## src/rtl/icefun_led_framebuffer_pkg.sv

```systemverilog
// Shared constants, bus request type and byte-strobe helper for the iceFUN LED framebuffer.
// The optional PWM dimming path is enabled with ICEFUN_LEDFB_PWM_EN.
package icefun_led_framebuffer_pkg;

  localparam int unsigned LEDFB_DATA_W = 32;
  localparam int unsigned LEDFB_ADDR_W = 2;
  localparam int unsigned LEDFB_STRB_W = LEDFB_DATA_W / 8;
  localparam int unsigned LEDFB_FCNT_W = 8;

  localparam logic [LEDFB_ADDR_W-1:0] LEDFB_ADDR_BACK   = 2'd0;
  localparam logic [LEDFB_ADDR_W-1:0] LEDFB_ADDR_CTRL   = 2'd1;
  localparam logic [LEDFB_ADDR_W-1:0] LEDFB_ADDR_STATUS = 2'd2;
  localparam logic [LEDFB_ADDR_W-1:0] LEDFB_ADDR_BRIGHT = 2'd3;

  localparam int unsigned LEDFB_CTRL_SWAP_BIT      = 0;
  localparam int unsigned LEDFB_STATUS_PENDING_BIT = 0;
  localparam int unsigned LEDFB_STATUS_FCNT_LSB    = 8;

  typedef struct packed {
    logic                    we;
    logic [LEDFB_ADDR_W-1:0] addr;
    logic [LEDFB_DATA_W-1:0] wdata;
    logic [LEDFB_STRB_W-1:0] wstrb;
  } ledfb_req_t;

  // Merge write data into an existing word, one byte per strobe bit.
  function automatic logic [LEDFB_DATA_W-1:0] ledfb_apply_wstrb(
    input logic [LEDFB_DATA_W-1:0] old_v,
    input logic [LEDFB_DATA_W-1:0] wdata,
    input logic [LEDFB_STRB_W-1:0] wstrb
  );
    logic [LEDFB_DATA_W-1:0] res;
    res = old_v;
    for (int i = 0; i < int'(LEDFB_STRB_W); i++) begin
      if (wstrb[i]) res[8*i +: 8] = wdata[8*i +: 8];
    end
    return res;
  endfunction

endpackage

```

## src/rtl/icefun_led_framebuffer_if.sv

```systemverilog
// CPU-side register bus of the LED framebuffer: valid/ready request with one-cycle completion pulse.
// Shared by all builds, with or without ICEFUN_LEDFB_PWM_EN.
interface icefun_led_framebuffer_if;

  logic                                                  bus_valid;
  logic                                                  bus_we;
  logic [icefun_led_framebuffer_pkg::LEDFB_ADDR_W-1:0]   bus_addr;
  logic [icefun_led_framebuffer_pkg::LEDFB_DATA_W-1:0]   bus_wdata;
  logic [icefun_led_framebuffer_pkg::LEDFB_STRB_W-1:0]   bus_wstrb;
  logic                                                  bus_ready;
  logic [icefun_led_framebuffer_pkg::LEDFB_DATA_W-1:0]   bus_rdata;

  modport master (
    output bus_valid, bus_we, bus_addr, bus_wdata, bus_wstrb,
    input  bus_ready, bus_rdata
  );

  modport slave (
    input  bus_valid, bus_we, bus_addr, bus_wdata, bus_wstrb,
    output bus_ready, bus_rdata
  );

endinterface

```

## src/rtl/icefun_ledfb_pwm.sv

```systemverilog
// Free-running PWM counter and brightness gate for the LED framebuffer.
// Only instantiated when ICEFUN_LEDFB_PWM_EN is defined.
module icefun_ledfb_pwm #(
  parameter int unsigned PWM_BITS = 4
) (
  input  logic                clk,
  input  logic                rst,
  input  logic [PWM_BITS-1:0] bright_i,
  output logic                gate_o
);

  logic [PWM_BITS-1:0] pwm_cnt_q, pwm_cnt_d;
  logic                gate_q, gate_d;

  // Full brightness keeps the gate permanently open, zero keeps it closed.
  always_comb begin
    pwm_cnt_d = pwm_cnt_q + PWM_BITS'(1);
    gate_d    = (pwm_cnt_q < bright_i) | (&bright_i);
  end

  always_ff @(posedge clk) begin
    if (rst) begin
      pwm_cnt_q <= '0;
      gate_q    <= 1'b1;
    end else begin
      pwm_cnt_q <= pwm_cnt_d;
      gate_q    <= gate_d;
    end
  end

  assign gate_o = gate_q;

endmodule

```

## src/rtl/icefun_led_framebuffer.sv

```systemverilog
// Double-buffered 4x8 LED bitmap: CPU writes the back buffer, swap to front happens on a frame tick.
// Define ICEFUN_LEDFB_PWM_EN to add the BRIGHT register and PWM dimming of the LED outputs.
module icefun_led_framebuffer
  import icefun_led_framebuffer_pkg::*;
#(
  parameter int unsigned FRAME_DIV = 14,
  parameter int unsigned PWM_BITS  = 4
) (
  input  logic                      clk,
  input  logic                      rst,
  icefun_led_framebuffer_if.slave   bus,
  output logic [7:0]                leds1,
  output logic [7:0]                leds2,
  output logic [7:0]                leds3,
  output logic [7:0]                leds4,
  output logic                      frame_tick
);

  // The tick register is loaded one count early so it is high while the timer sits at all-ones.
  localparam logic [FRAME_DIV-1:0] TIMER_PRE = ~FRAME_DIV'(1);

  ledfb_req_t              req_c;
  logic                    access_c, wr_c, gate_c;
  logic [PWM_BITS-1:0]     bright_val;
  logic [LEDFB_DATA_W-1:0] status_c;

  logic [FRAME_DIV-1:0]    timer_q, timer_d;
  logic                    tick_q, tick_d;
  logic [LEDFB_FCNT_W-1:0] fcnt_q, fcnt_d;
  logic                    pend_q, pend_d;
  logic [LEDFB_DATA_W-1:0] back_q, back_d;
  logic [LEDFB_DATA_W-1:0] front_q, front_d;
  logic [LEDFB_DATA_W-1:0] leds_q, leds_d;
  logic                    ready_q, ready_d;
  logic [LEDFB_DATA_W-1:0] rdata_q, rdata_d;

  assign req_c = '{we: bus.bus_we, addr: bus.bus_addr, wdata: bus.bus_wdata, wstrb: bus.bus_wstrb};

  // A request is accepted only while ready is low, which forces at least two cycles per access.
  assign access_c = bus.bus_valid && !ready_q;
  assign wr_c     = access_c && req_c.we;

`ifdef ICEFUN_LEDFB_PWM_EN
  logic [PWM_BITS-1:0] bright_q, bright_d;

  always_comb begin
    bright_d = bright_q;
    if (wr_c && req_c.addr == LEDFB_ADDR_BRIGHT && req_c.wstrb[0]) begin
      bright_d = req_c.wdata[PWM_BITS-1:0];
    end
  end

  always_ff @(posedge clk) begin
    if (rst) bright_q <= '1;
    else     bright_q <= bright_d;
  end

  assign bright_val = bright_q;

  icefun_ledfb_pwm #(
    .PWM_BITS (PWM_BITS)
  ) u_pwm (
    .clk      (clk),
    .rst      (rst),
    .bright_i (bright_q),
    .gate_o   (gate_c)
  );
`else
  assign bright_val = '0;
  assign gate_c     = 1'b1;
`endif

  always_comb begin
    status_c = '0;
    status_c[LEDFB_STATUS_PENDING_BIT] = pend_q;
    status_c[LEDFB_STATUS_FCNT_LSB +: LEDFB_FCNT_W] = fcnt_q;
  end

  // Next-state for timer, buffers, swap and bus response.
  always_comb begin
    timer_d = timer_q + FRAME_DIV'(1);
    tick_d  = (timer_q == TIMER_PRE);
    fcnt_d  = tick_q ? fcnt_q + LEDFB_FCNT_W'(1) : fcnt_q;
    back_d  = back_q;
    front_d = front_q;
    pend_d  = pend_q;
    ready_d = access_c;
    rdata_d = '0;
    leds_d  = front_q & {LEDFB_DATA_W{gate_c}};

    if (wr_c && req_c.addr == LEDFB_ADDR_BACK) begin
      back_d = ledfb_apply_wstrb(back_q, req_c.wdata, req_c.wstrb);
    end

    // Swap uses the pre-write back value; a CTRL write on the same edge re-arms for the next tick.
    if (tick_q && pend_q) begin
      front_d = back_q;
      pend_d  = 1'b0;
    end
    if (wr_c && req_c.addr == LEDFB_ADDR_CTRL && req_c.wdata[LEDFB_CTRL_SWAP_BIT]) begin
      pend_d = 1'b1;
    end

    if (access_c && !req_c.we) begin
      unique case (req_c.addr)
        LEDFB_ADDR_BACK:   rdata_d = back_q;
        LEDFB_ADDR_STATUS: rdata_d = status_c;
        LEDFB_ADDR_BRIGHT: rdata_d = LEDFB_DATA_W'(bright_val);
        default:           rdata_d = '0;
      endcase
    end
  end

  always_ff @(posedge clk) begin
    if (rst) begin
      timer_q <= '0;
      tick_q  <= 1'b0;
      fcnt_q  <= '0;
      pend_q  <= 1'b0;
      back_q  <= '0;
      front_q <= '0;
      leds_q  <= '0;
      ready_q <= 1'b0;
      rdata_q <= '0;
    end else begin
      timer_q <= timer_d;
      tick_q  <= tick_d;
      fcnt_q  <= fcnt_d;
      pend_q  <= pend_d;
      back_q  <= back_d;
      front_q <= front_d;
      leds_q  <= leds_d;
      ready_q <= ready_d;
      rdata_q <= rdata_d;
    end
  end

  assign bus.bus_ready = ready_q;
  assign bus.bus_rdata = rdata_q;
  assign leds1         = leds_q[7:0];
  assign leds2         = leds_q[15:8];
  assign leds3         = leds_q[23:16];
  assign leds4         = leds_q[31:24];
  assign frame_tick    = tick_q;

endmodule
```

## src/flat_wrapper.sv

```systemverilog
// flat-port wrapper written by rule: the top's interface ports become plain ports
module icefun_led_framebuffer_flat import icefun_led_framebuffer_pkg::*;
#(
  parameter int unsigned FRAME_DIV = 14,
  parameter int unsigned PWM_BITS  = 4
)
  (clk, rst, leds1, leds2, leds3, leds4, frame_tick, bus_bus_valid, bus_bus_we, bus_bus_addr, bus_bus_wdata, bus_bus_wstrb, bus_bus_ready, bus_bus_rdata);
  icefun_led_framebuffer_if bus_i ();
  input  logic clk;
  input  logic rst;
  output logic [7:0] leds1;
  output logic [7:0] leds2;
  output logic [7:0] leds3;
  output logic [7:0] leds4;
  output logic frame_tick;
  input wire logic [$bits(bus_i.bus_valid)-1:0] bus_bus_valid;
  input wire logic [$bits(bus_i.bus_we)-1:0] bus_bus_we;
  input wire logic [$bits(bus_i.bus_addr)-1:0] bus_bus_addr;
  input wire logic [$bits(bus_i.bus_wdata)-1:0] bus_bus_wdata;
  input wire logic [$bits(bus_i.bus_wstrb)-1:0] bus_bus_wstrb;
  output wire logic [$bits(bus_i.bus_ready)-1:0] bus_bus_ready;
  output wire logic [$bits(bus_i.bus_rdata)-1:0] bus_bus_rdata;
  assign bus_i.bus_valid = bus_bus_valid;
  assign bus_i.bus_we = bus_bus_we;
  assign bus_i.bus_addr = bus_bus_addr;
  assign bus_i.bus_wdata = bus_bus_wdata;
  assign bus_i.bus_wstrb = bus_bus_wstrb;
  assign bus_bus_ready = bus_i.bus_ready;
  assign bus_bus_rdata = bus_i.bus_rdata;
  icefun_led_framebuffer #(.FRAME_DIV(FRAME_DIV), .PWM_BITS(PWM_BITS)) u_core (.clk(clk), .rst(rst), .bus(bus_i), .leds1(leds1), .leds2(leds2), .leds3(leds3), .leds4(leds4), .frame_tick(frame_tick));
endmodule
```

## config.mk

```make
export PLATFORM = sky130hd
export DESIGN_NAME = icefun_led_framebuffer_flat
export DESIGN_NICKNAME = d
export VERILOG_FILES = /design/src/rtl/icefun_led_framebuffer_pkg.sv /design/src/rtl/icefun_led_framebuffer_if.sv /design/src/rtl/icefun_ledfb_pwm.sv /design/src/rtl/icefun_led_framebuffer.sv /design/src/flat_wrapper.sv
export SDC_FILE = /design/constraint.sdc
export NUM_CORES = 1
export LEC_CHECK = 0
export CAP_MARGIN = 20
export CELL_PAD_IN_SITES_DETAIL_PLACEMENT = 0
export CELL_PAD_IN_SITES_GLOBAL_PLACEMENT = 1
export CORE_ASPECT_RATIO = 1.1
export CORE_MARGIN = 8
export CORE_UTILIZATION = 44
export CTS_BUF_LIST = sky130_fd_sc_hd__clkbuf_2
export DETAILED_ROUTE_END_ITERATION = 8
export PLACE_DENSITY = 0.87
export REMOVE_ABC_BUFFERS = 1
export SYNTH_ARGS = -nofsm -noshare
export SYNTH_HDL_FRONTEND = slang
export SYNTH_HIERARCHICAL = 1
export SYNTH_SLANG_ARGS = --single-unit
```

## constraint.sdc

```tcl
create_clock -name clk -period 2.75 [get_ports clk]
set_clock_uncertainty 0.2 [all_clocks]
set_input_delay 0.55 -clock clk [delete_from_list [all_inputs] [get_ports clk]]
set_output_delay 0.55 -clock clk [all_outputs]
set_load 0.02 [all_outputs]
```

**Word-level counts from Yosys, hierarchy flattened**

Index checks and enable logic that the tools add are counted.
Widths: inputs -> output; s select.

- Muxes and demuxes: 3
- Bitwise operators: 1
- Reductions and logical operators: 16
- Add/sub/neg operators: 2
- Equality and inequality tests: 3

Operator list:

| cell | count |
|---|---|
| $pmux 32 s2 | 1 |
| $add 14x1->14 const B | 1 |
| $eq 14x14->1 const B | 1 |
| $add 8x1->8 const B | 1 |
| $reduce_and 2->1 | 4 |
| $logic_and 1x1->1 | 7 |
| $eq 2x1->1 const B | 1 |
| $eq 2x2->1 const B | 1 |
| $logic_not 1->1 | 2 |
| $logic_not 2->1 | 1 |
| $mux 1 | 2 |
| $reduce_bool 2->1 | 1 |
| $reduce_or 2->1 | 1 |
| $not 1->1 | 1 |

- Bits in registers: 153
- Bits of input ports: 42
- Logic and storage cells: 37

**Longest topological paths before layout**

Gate-level depths: netlist (run 1).

- Word-level depth: 6
- Depth in mapped cells: 6
- Mapped depth without buffers: 5

**Least setup slack after synthesis (run 1)**

OpenSTA, ideal clock, no wires.

- Path type: input to register
- Start: in bus_bus_addr[0]
- End: reg u_core.rdata_q[16] (netlist: u_core/bus.bus_rdata[16])
- Library setup time: 0.059 ns
- Stages: 4
- Path slack: 1.099 ns
- Buffers on the path: 1
- Arrival time: 1.393 ns
- Path through: nor4b_4 nor3b_4 buf_6 and2_1

- Cells in the longest elaborated chain, start to end: 2

RTL lines:

| element | RTL line | RTL |
|---|---|---|
| from (decl) | flat_wrapper.sv:18 | `input wire logic [$bits(bus_i.bus_addr)-1:0] bus_bus_addr;` |
| $eq 2x2->1 / $logic_not 2->1 (equally long branches) | icefun_led_framebuffer.sv:105 | `unique case (req_c.addr)` |
| $pmux 32 s2 (*) | icefun_led_framebuffer.sv:105 |  |
| to (signal assigned) | icefun_led_framebuffer.sv:134 | `rdata_q <= rdata_d;` |
| to (decl) | icefun_led_framebuffer.sv:35 | `logic [LEDFB_DATA_W-1:0] rdata_q, rdata_d;` |

Mark *: on every way between the ends. The rest lies on a longest branch, timed or not.
A chain may end at the register's enable or synchronous reset.

**Worst setup path in the final report (run 1)**

- Start: reg u_core.tick_q (netlist: u_core/frame_tick)
- End: out frame_tick

RTL lines:

| element | RTL line | RTL |
|---|---|---|
| from (decl) | icefun_led_framebuffer.sv:28 | `logic tick_q, tick_d;` |
| from (signal assigned) | icefun_led_framebuffer.sv:127 | `tick_q <= tick_d;` |
| to (decl) | flat_wrapper.sv:15 | `output logic frame_tick;` |

No word-level cell between the ends.

==> results of run 1 <==
metrics by stage:
stage          cells  cell area, um2
6_report         819            6910
5_1_grt          819            6910
4_1_cts          819            6910
3_5_place_dp     787            6630
3_3_place_gp     787            6630
2_1_floorplan    516            5290
where the power goes:
group	switching, mW	leakage (nW)	internal [mW]
sequential	0.0106	1.23	2.23
combinational	0.0716	1.06	0.0930
clock	0.747	0.151	0.597
layout make-up:
type / instances / area [um2] / share of cell area
flip-flops and latches: 153 / 3060 / 0.443
multi-input cells: 360 / 2220 / 0.321
repair buffers: 118 / 1150 / 0.167
well taps: 154 / 193 / 0.0279
clock inverters: 12 / 176 / 0.0255
clock buffers: 19 / 95.1 / 0.0138
inverters: 3 / 11.3 / 0.00163
worst max-delay path by stage:
| stage | to | from | slack (ns) |
|---|---|---|---|
| 2_1_floorplan | u_core/back_q[0]$_SDFFE_PP0P_ | bus_bus_addr[0] | 0.99 |
| 3_3_place_gp | u_core/back_q[7]$_SDFFE_PP0P_ | bus_bus_addr[0] | 0.30 |
| 3_5_place_dp | u_core/back_q[0]$_SDFFE_PP0P_ | bus_bus_addr[0] | 0.20 |
| 4_1_cts | frame_tick | u_core/frame_tick$_SDFF_PP0_ | 0.12 |
| 5_1_grt | frame_tick | u_core/frame_tick$_SDFF_PP0_ | 0.06 |
| 6_report | frame_tick | u_core/frame_tick$_SDFF_PP0_ | 0.22 |
layer usage:
metal / GRT usage / up-vias
li1: - / 1992
met2: 0.234 / 109
met4: 0.0386 / 0
met5: 0 / -
met3: 0.0574 / 6
met1: 0.175 / 1773
worst max-delay path, stage by stage, from the launching register on:
cell	delay, ns
dfxtp_1	0.35
buf_4	0.17
clkdlybuf4s50_1	0.62
sequential cells by signal, indices dropped and copies added (netlist names):
name / flops
u_core/back_q: 32
u_core/bus.bus_rdata: 32
u_core/front_q: 32
u_core/leds_q: 32
u_core/timer_q: 14
u_core/fcnt_q: 8
u_core/bus.bus_ready: 1
u_core/frame_tick: 1
u_core/pend_q: 1
cells in the mapped netlist:
master	instances	area, um2
buf_1	3	11.3
o31ai_1	3	22.5
nor4b_4	1	23.8
mux2i_1	42	420
nand4_1	5	31.3
a21oi_1	41	205
clkbuf_1	14	52.6
nand4_2	1	12.5
inv_1	3	11.3
mux2_1	3	33.8
nor4_1	4	25.0
or4_1	4	30.0
o21ai_0	6	30.0
xnor2_1	3	26.3
buf_6	2	22.5
nand3_1	4	20.0
nor2b_1	35	219
dfxtp_1	153	3060
nor2_1	24	90.1
nand3_2	2	20.0
nand4b_1	2	17.5
buf_2	8	40.0
a2bb2oi_1	1	8.76
ha_1	3	37.5
nand2_1	71	267
or3_1	6	37.5
nor3b_4	1	18.8
nand2b_1	65	407
and2_1	25	156
clkbuf_8	2	27.5
buf_4	4	30.0
and3_1	4	25.0
xor2_1	4	35.0
kinds of logic (layout without fill, tap and decap cells):
kind of cell    Yosys count  count (layout)
mux                      45              45
compound gates           51              51
fa+ha+maj                 3               3
flops                   153             153
buf+inv                  36             152
simple gates            254             254
xor+xnor                  7               7
repair_timing:
item / 4_1_cts / 5_1_grt
endpoints found under the setup margin: 0 / 0
hold endpoints to repair: 15 / 0
hold buffers: 1 / 0
==> summary.md, run 1 <==
| Metric | Value |
|---|---|
| Status | complete, no violations |
| Slew margin rel. | 0.683 |
| WL met1 | ~5300 um |
| Min-Delay Endpoint | u_core/back_q[13]$_SDFFE_PP0P_ |
| WL per Instance | between 10 and 15 um |
| DRC violation count after routing | 0 |
| Most common cell after layout, fill and taps aside | dfxtp_1 |
| Final TNS setup | 0 ns |
| Post-Synthesis Cell Area | 5480 um2 |
| Clk Latency, worst-skew pair | around 0.66 ns |
| Final Setup Violations | 0 |
| Vias in the first global route | 3898 |
| Initial antenna violation count | 0 |
| Hold Path Class | in -> reg |
| Pin count of the biggest net entering global routing | 53 |
| Post-layout util | 0.572 |
| Core Rows | between 40 and 50 |
| Period minus WS final | 2.53 ns |
| Vias | 3880 |
| Max_cap viols | 0 |
| Simple-gate share of the synthesized area | 0.256 |
| Wire length on met2 | 5430 um |
| Top Layer Used | met4 |
| Post-Synth Adder-Cell Area | 0.00685 |
| Distinct cells, synth | 33 |
| Top Ports | around 110 |
| Setup crit start kind | flip-flop |
| FF+latch count, synth | approximately 150 |
| Total grt overflow | 0 |
| Max Slew Vio Count | 0 |
| RSZ-0062 raised after global routing | false |
| YS warnings | 6 |
| Max clock buf depth | 2 |
| Peak VDD IR | between 0.0002 and 0.00025 V |
| H-tree Lvls | 4 |
| Hold Vio Cnt, Final | 0 |
| DRT Wirelength | between 10000 and 15000 um |
| Main combinational cell family by area after synthesis | simple AND/OR/NAND/NOR gates |
| Die height | 133 um |
| Post-synthesis mux area share | 0.0829 |
| Place WS | about 0.20 ns |
| Post-CTS setup repair buffer count | 0 |
| Syn Inst Count | roughly 550 |
| Fillers | 1078 |
| CTS Sinks | between 150 and 200 |
| R2r worst-path depth | 4 |
| Ant. Diodes | 0 |
| Die extent in x | about 120 um |
| CTS tree | done |
| Worst slew pin tran | 0.476 ns |
| R2r startpoint | u_core/timer_q[0]$_SDFF_PP0_ |
| Vias per inst | 4.74 |
| R2R Setup Slk | 0.93 ns |
| Pwr dens | roughly 540 nW/um2 |
| Max Clock Freq | about 0.4 GHz |
| Type of the worst setup path | reg -> out |
| Fraction of layout cells with a size suffix above 1 | 0.0677 |
| Port Buf Inserts | about 110 |
| Final setup margin | 0.218 ns |
| R2r endpoint | u_core/timer_q[12]$_SDFF_PP0_ |
| Final nets | 698 |
| Starting Density | 0.453 |
| Most frequent cells in the layout | dfxtp_1 (153), clkdlybuf4s50_1 (106), nand2_1 (71) |
| Final Power | around 3.7 mW |
| Xor/xnor share of the synthesized area | 0.0112 |
| Post-CTS Resized | 0 |
| Final HPWL DP | just over 8000 um |
| CP Data Required Time | 2.00 ns |
| Die Area | 16300 um2 |
| Met3 WL | between 900 and 1000 um |
| First-pass DRT Iterations | 4 |
| Number of DRC markers in iteration 0 | 200 |
| Area fraction in compound gates after synthesis | 0.0487 |
| Hold Path Depth | 3 |
| CTS root buf | clkbuf_2 |
| Post-synthesis sequential area ratio | 0.559 |
| Hold Slack | 0.213 ns |
| TritonCTS buffer count | 17 |
| Fin crit share | 0.921 |
| GPL Wtd Cong | 0.764 |
| Area growth, synth to finish | 26.2% |
| Antenna viol nets, final | 0 |
| GRT Util Overall | 0.145 |
| CP endpoint kind | output port |
| First-pass GRT wire length | ~19000 um |
| Worst-path clk slew | about 0.21 ns |
| Critical Path AT | ~1.8 ns |
| Worst hold start | bus_bus_wdata[13] |
| Max FO, Critical Path | 10 |
| P_leak | between 2 and 2.5 nW |
| Synth Area per Inst | ~10 um2 |
| Placeable Area | 12100 um2 |
Note: power is estimated with default switching activity, not from simulation.
==> run 2, diff against run 1 <==
==> constraint.sdc (replaced) <==
create_clock -name clk -period 2.75 [get_ports clk]
set_clock_uncertainty 0.2 [all_clocks]
set_input_delay 0.275 -clock clk [delete_from_list [all_inputs] [get_ports clk]]
set_output_delay 0.275 -clock clk [all_outputs]
set_load 0.02 [all_outputs]
==> summary.md, run 2 (synthesis gave the netlist of run 1 again) <==
| Metric | Value |
|---|---|
| Status | complete, no violations (unchanged) |
| Number of DRC markers in iteration 0 | 240 (was 200) |
| CP endpoint kind | output port (unchanged) |
| CTS Sinks | 153 (unchanged) |
| RSZ-0062 raised after global routing | false (unchanged) |
| H-tree Lvls | 4 (unchanged) |
| Antenna viol nets, final | 0 (unchanged) |
| Area growth, synth to finish | 31.0% (was 26.2%) |
| CTS tree | done (unchanged) |
| Hold Vio Cnt, Final | 0 (unchanged) |
| Fraction of layout cells with a size suffix above 1 | 0.0605 (was 0.0677) |
| Final HPWL DP | 8120 um (was 8080 um) |
| Slew margin rel. | 0.535 (was 0.683) |
| DRT Wirelength | 11800 um (was 11700 um) |
| Post-layout util | 0.594 (was 0.572) |
| First-pass DRT Iterations | 4 (unchanged) |
| CP Data Required Time | 2.28 ns (was 2.00 ns) |
| Period minus WS final | 2.27 ns (was 2.53 ns) |
| Vias | 3989 (was 3880) |
| Post-CTS setup repair buffer count | 0 (unchanged) |
| Type of the worst setup path | reg -> out (unchanged) |
| Non-filler instance count after layout | 849 (was 819) |
| Starting Density | 0.453 (unchanged) |
| R2R Setup Slk | 0.92 ns (was 0.93 ns) |
| Final TNS setup | 0 ns (unchanged) |
| Max Slew Vio Count | 0 (unchanged) |
| Peak VDD IR | 0.000263 V (was 0.000245 V) |
| Die extent in x | 122 um (unchanged) |
| Final nets | 727 (was 698) |
| Most frequent cells in the layout | dfxtp_1 (153), clkdlybuf4s50_1 (106), nand2_1 (71) (unchanged) |
| Vias in the first global route | 3855 (was 3898) |
| GRT Util Overall | 0.145 (about the same) |
| Placed cells | 784 (was 787) |
| Total grt overflow | 0 (unchanged) |
| Post-route cell area | 7170 um2 (was 6910 um2) |
| Final Setup Violations | 0 (unchanged) |
| Die height | 133 um (unchanged) |
| Fin crit share | 0.825 (was 0.921) |
| Vias per inst | 4.70 (was 4.74) |
| Pwr dens | 503 nW/um2 (was 543 nW/um2) |
| Max clock buf depth | 2 (unchanged) |
| Post-CTS Resized | 0 (unchanged) |
| Final Power | 3.61 mW (was 3.75 mW) |
| Max Clock Freq | 0.441 GHz (was 0.395 GHz) |
| Post-DP Area | 6620 um2 (was 6630 um2) |
| Clk Latency, worst-skew pair | 0.65 ns (was 0.66 ns) |
| P_leak | 2.54 nW (was 2.44 nW) |
| Max_cap viols | 0 (unchanged) |
| Worst-path clk slew | 0.19 ns (was 0.21 ns) |
| Core Rows | 42 (unchanged) |
| TritonCTS buffer count | 17 (unchanged) |
| Setup crit start kind | flip-flop (unchanged) |
| Placeable Area | 12100 um2 (unchanged) |
| GPL Wtd Cong | 0.767 (was 0.764) |
| Critical Path AT | 1.79 ns (was 1.78 ns) |
| Fillers | 1074 (was 1078) |
| Worst slew pin tran | 0.697 ns (was 0.476 ns) |
| Pin count of the biggest net entering global routing | 71 (was 53) |
| DRC violation count after routing | 0 (unchanged) |
| Hold Path Class | in -> reg (unchanged) |
| First-pass GRT wire length | 18800 um (about the same) |
| CTS root buf | clkbuf_2 (unchanged) |
| WL per Instance | 13.9 um (was 14.3 um) |
| Die Area | 16300 um2 (unchanged) |
| Most common cell after layout, fill and taps aside | dfxtp_1 (unchanged) |
| Max FO, Critical Path | 10 (unchanged) |
| Port Buf Inserts | 107 (unchanged) |
| Initial antenna violation count | 1 (was 0) |
| Top Ports | 108 (unchanged) |
-- run 2: path summary, 6_finish.rpt --
check,start,end,depth (start not counted)
worst min register to register,u_core/front_q[4]$_SDFFE_PP0P_,u_core/front_q[4]$_SDFFE_PP0P_,2
worst max register to register,u_core/bus.bus_ready$_SDFF_PP0_,u_core/back_q[3]$_SDFFE_PP0P_,3
worst max-delay path,u_core/frame_tick$_SDFF_PP0_,frame_tick,2
worst min-delay path,bus_bus_wdata[0],u_core/back_q[0]$_SDFFE_PP0P_,3
-- run 2: final cells by class --
class,instances,area (um2),area share
flip-flops and latches,153,3060,0.427
multi-input cells,360,2220,0.309
repair buffers,147,1460,0.204
well taps,154,193,0.0269
clock inverters,12,126,0.0176
clock buffers,19,95.1,0.0133
inverters,3,11.3,0.00157
diodes,1,2.50,0.000349
-- run 2: routing by layer --
layer | track usage | routed length (um) | vias to the layer above
li1 | - | - | 2058
met1 | 0.179 | 5530 | 1813
met2 | 0.234 | 5340 | 108
met3 | 0.0451 | 826 | 10
met4 | 0.0441 | 92 | 0
met5 | 0 | 0 | -
-- run 2: critical path: stages (launching register included) --
cell,delay (ns)
dfxtp_1,0.35
buf_4,0.17
clkdlybuf4s50_1,0.64
-- run 2: stage by stage --
stage	hold slack [ns]	setup WS, ns
floorplan	0.142	1.01
global placement	0.237	0.531
detailed placement	0.242	0.462
CTS	0.00701	0.387
global route	0.0348	0.347
finish	0.0863	0.481
-- run 2: timing repair --
item | 4_1_cts | 5_1_grt
hold buffers | 33 | 0
hold endpoints to repair | 67 | 0
endpoints found under the setup margin | 0 | 0
-- run 2: report_power, final --
group / internal (mW) / switching, mW
Clock: 0.415 / 0.754
Combinational: 0.121 / 0.0791
Sequential: 2.23 / 0.0105
